**config.mk**
```make
export PLATFORM = sky130hd
export DESIGN_NAME = regfile_sb
export DESIGN_NICKNAME = d
export VERILOG_FILES = /design/src/rtl/regfile_sb.sv
export SDC_FILE = /design/constraint.sdc
export NUM_CORES = 1
export LEC_CHECK = 0
export CAP_MARGIN = 20
export CORE_MARGIN = 1
export CORE_UTILIZATION = 55
export CTS_CLUSTER_DIAMETER = 80
export DETAILED_ROUTE_END_ITERATION = 16
export PLACE_DENSITY_LB_ADDON = 0.2
export SLEW_MARGIN = 20
export SYNTH_ARGS = -nofsm -noshare
export SYNTH_HDL_FRONTEND = slang
export SYNTH_SLANG_ARGS = --single-unit
```
**constraint.sdc**
```tcl
create_clock -name Clock -period 7.79 [get_ports Clock]
set_input_delay 2.337 -clock Clock [delete_from_list [all_inputs] [get_ports Clock]]
set_output_delay 2.337 -clock Clock [all_outputs]
set_load 0.02 [all_outputs]
```
**src/rtl/regfile_sb.sv**
```systemverilog
// Register file with one write port, two registered read ports and per-register busy (pending-write) bits.
// Read capture bypasses same-cycle writes and reservations, so A/B/BusyA/BusyB reflect post-edge state.
module regfile_sb #(
    parameter int WIDTH    = 16,
    parameter int ADDR_W   = 4,
    parameter int ZERO_REG = 0
) (
    input  logic              Clock,
    input  logic              Reset,
    input  logic              WriteEnable,
    input  logic [ADDR_W-1:0] SelectInput,
    input  logic [WIDTH-1:0]  In,
    input  logic              ReadEnable,
    input  logic [ADDR_W-1:0] SelectA,
    input  logic [ADDR_W-1:0] SelectB,
    input  logic              Reserve,
    input  logic [ADDR_W-1:0] ReserveSelect,
    output logic [WIDTH-1:0]  A,
    output logic [WIDTH-1:0]  B,
    output logic              BusyA,
    output logic              BusyB
);

    localparam int DEPTH = 2 ** ADDR_W;

    logic [WIDTH-1:0] regs [DEPTH];
    logic [DEPTH-1:0] busy;
    logic [DEPTH-1:0] busyNext;
    logic             writeOk;
    logic             reserveOk;
    logic [WIDTH-1:0] nextA;
    logic [WIDTH-1:0] nextB;
    logic             nextBusyA;
    logic             nextBusyB;

    // With a hardwired zero register, r0 is never written or reserved, so it stays 0/idle after reset.
    always_comb begin
        writeOk   = WriteEnable && !((ZERO_REG != 0) && (SelectInput == '0));
        reserveOk = Reserve && !((ZERO_REG != 0) && (ReserveSelect == '0));
    end

    // Reserve is applied after the write-clear so it wins on a same-register collision.
    always_comb begin
        busyNext = busy;
        if (writeOk) begin
            busyNext[SelectInput] = 1'b0;
        end
        if (reserveOk) begin
            busyNext[ReserveSelect] = 1'b1;
        end
    end

    always_comb begin
        nextA     = regs[SelectA];
        nextB     = regs[SelectB];
        nextBusyA = busyNext[SelectA];
        nextBusyB = busyNext[SelectB];
        if (writeOk && (SelectInput == SelectA)) begin
            nextA = In;
        end
        if (writeOk && (SelectInput == SelectB)) begin
            nextB = In;
        end
        if ((ZERO_REG != 0) && (SelectA == '0)) begin
            nextA     = '0;
            nextBusyA = 1'b0;
        end
        if ((ZERO_REG != 0) && (SelectB == '0)) begin
            nextB     = '0;
            nextBusyB = 1'b0;
        end
    end

    always_ff @(posedge Clock) begin
        if (Reset) begin
            for (int i = 0; i < DEPTH; i++) begin
                regs[i] <= '0;
            end
            busy  <= '0;
            A     <= '0;
            B     <= '0;
            BusyA <= 1'b0;
            BusyB <= 1'b0;
        end else begin
            if (writeOk) begin
                regs[SelectInput] <= In;
            end
            busy <= busyNext;
            if (ReadEnable) begin
                A     <= nextA;
                B     <= nextB;
                BusyA <= nextBusyA;
                BusyB <= nextBusyB;
            end
        end
    end

endmodule
```
==> impl_results.md <==
* Detailed-route via count at 10200
* FF-to-FF Start: regs[3][0]
* Outcome: finished clean
* Dpl cells at 1485
* Largest net degree at the start of global routing at 69
* IO Count at 71
* Period Utilization, post-route at 0.586
* Final wirelength at 44900 um
* CTS resizes at 0
* Worst-Margin Slew at 1160 ps
* Synth area leaders: edfxtp_1, mux4_2, and2_1, dfxtp_1, mux2i_1
* Grt ovf at 0
* Peak supply drop at 0.000177 V
* Post-synth ARST share at 0
* NetSw at 0.961 mW
* Gpl congestion at 0.967
* Mapped cell area at 16100 sq um
* DRT antenna net count at 0
* Initial antenna violation count at 2
* Unrepaired setup endpoints after global routing: no
* Worst Hold Class: reg -> reg
* Combinational power share at 0.124
* Beginning of the critical path: SelectInput[3]
* TNS Setup at 0 ps
* First-pass detailed-route iteration total at 5
* Crit path DAT at 5040 ps
* Max cap viols at 0
* GRT Total Usage at 0.306
* Pre-CTS setup slack at 2780 ps
* Number of DRC markers in iteration 0 at 1255
* Num CTS Buffers at 31
* Syn. warnings at 0
* Top FF cell, synth: edfxtp_1
* Avg Inst Size Synth at 14.6 sq um
* Final std cells w/o fill at 1545
* Clock transition at path regs at 60 ps
* DR DRC count at 0
* Post-synthesis sequential area ratio at 0.541
* WS Path Type: in -> reg
* # setup viols final at 0
* # rows at 62
* Post-synth top cells: and2_1, edfxtp_1, mux4_2
* H-tree levels at 1
* Clk root buf: clkbuf_16
* CTS hold repair buffers at 0
* Switching Share at 0.237
* Setup crit end kind: flip-flop
* Clk_lat worst skew at 560 ps
* Height of the die at 173 um
* Clock network fraction of design power at 0.398
* Fillers at 2085
* Top cell type by total area after synthesis: edfxtp_1
* Final Util at 0.634
* Power Density at 222 nW/um^2
* Library cells used by synthesis at 48
* Via-to-Cell Ratio at 6.62
* Die X at 173 um
* CTS Buffer Depth at 3
* Required time worst endpoint at 8260 ps
* Share of cells above drive strength 1 at 0.245
* Hold wc startpoint: B[3]
* Flop pwr share at 0.478
* Die area at 29900 sq um
* Relative slew slack at 0.228
* Final slew viol count at 0
* CP max FO at 11
* Core area at 28700 sq um
* Average routed wire per standard cell at 29.0 um
* Worst Skew at 11.5 ps
* Post-route minimum period at 4570 ps
* Number of global-route vias before repair at 10200
* Area Growth Syn to Fin at 13.3%
* Global-route wire length before repair at 66600 um
* Int Pwr at 3.09 mW
* CTS tree: yes
* Worst setup SP type: input pin
* Leak at 6.43 nW
* Synthesized net count at 1136
* Final Worst Setup Slack at 3220 ps
* Yosys top cell area share at 0.478
* Fmax at 0.219 GHz
* Starting Density at 0.560
* Post-CTS Setup Bufs at 0
* Post-DP HPWL at 26900 um
* Layout Nets at 1171
* Hold Vio Cnt, Final at 0
* Synthesis-stage register bit count at 306
* Synthesized instance count at 1099
* I/O Buffers at 70
* EDFF count, synth at 256
* # clock sinks at 306
[cell families after synthesis]
kind of cell,share of synthesized area
simple gates,0.142
buf+inv,0.0281
flops,0.541
compound gates,0.0406
xor+xnor,0.00436
mux,0.244
[per-layer routing]
| metal | share of wire | GRT usage | up-vias | wire [um] |
|---|---|---|---|---|
| met5 | 0.00042 | 0 | - | 19 |
| met4 | 0.028 | 0.100 | 2 | 1250 |
| met3 | 0.11 | 0.0726 | 97 | 4760 |
| met2 | 0.49 | 0.496 | 627 | 22000 |
| met1 | 0.38 | 0.413 | 5201 | 16900 |
| li1 | - | - | 4302 | - |
[stage by stage]
step / hold slack [ps] / power [mW] / area [sq um]
5_1_grt: 505 / 4.16 / 18200
4_1_cts: 487 / 4.05 / 18200
2_1_floorplan: 473 / 2.27 / 16100
3_3_place_gp: 478 / 2.45 / 17100
6_report: 485 / 4.05 / 18200
3_5_place_dp: 478 / 2.46 / 17100
[registers in the layout, summed over array words and instances, names as in the netlist]
signal	cells
B	16
busy	16
A	16
BusyB	1
BusyA	1
regs	256
[power groups by stage]
| stage | logic, mW | registers [mW] | clock network [mW] |
|---|---|---|---|
| 3_3_place_gp | 0.492 | 1.96 | 0 |
| 4_1_cts | 0.499 | 1.93 | 1.62 |
| 6_report | 0.503 | 1.93 | 1.61 |
| 3_5_place_dp | 0.498 | 1.96 | 0 |
| 5_1_grt | 0.530 | 1.94 | 1.68 |
| 2_1_floorplan | 0.314 | 1.96 | 0 |
[cell type report]
cell class	instances	area (sq um)	share of cell area
Antenna cell	2	5.00	0.000275
Inverter	1	3.75	0.000206
Clock inverter	24	309	0.0170
Multi-Input combinational cell	693	7020	0.386
Timing Repair Buffer	101	903	0.0496
Tap cell	384	480	0.0264
Clock buffer	34	797	0.0438
Sequential cell	306	8690	0.477
[placed cells by master (no fill, tap or decap), types with 7 or more instances in the layout]
cell type | Yosys | routed
mux2i_1 | 32 | 32
clkbuf_16 | 0 | 31
mux4_2 | 160 | 160
dfxtp_1 | 50 | 50
edfxtp_1 | 256 | 256
nand3b_1 | 7 | 7
and2_1 | 256 | 256
nor2_1 | 58 | 45
nand3_1 | 17 | 17
clkinv_2 | 0 | 8
nand2_1 | 24 | 24
buf_4 | 13 | 35
o21ai_0 | 14 | 14
a21oi_1 | 17 | 17
bufinv_16 | 0 | 7
o21bai_2 | 0 | 15
nor2_2 | 0 | 12
clkdlybuf4s50_1 | 0 | 62
a211oi_1 | 32 | 32
[worst max-delay path: stages]
cell and delay [ps]:
clkdlybuf4s50_1 590, nand2b_1 600, or2_1 310, a22oi_1 160, a311o_1 340, or4_1 440
a311oi_2 240
[path summary, 6_finish.rpt]
check                             end  slack, ps  cells past startpoint
worst max-delay path            BusyB       3220                      7
worst max register to register   B[0]       5800                      4
worst min register to register   B[3]        480                      2
worst min-delay path             B[3]        480                      2
Power figures use the tool's default switching activity.
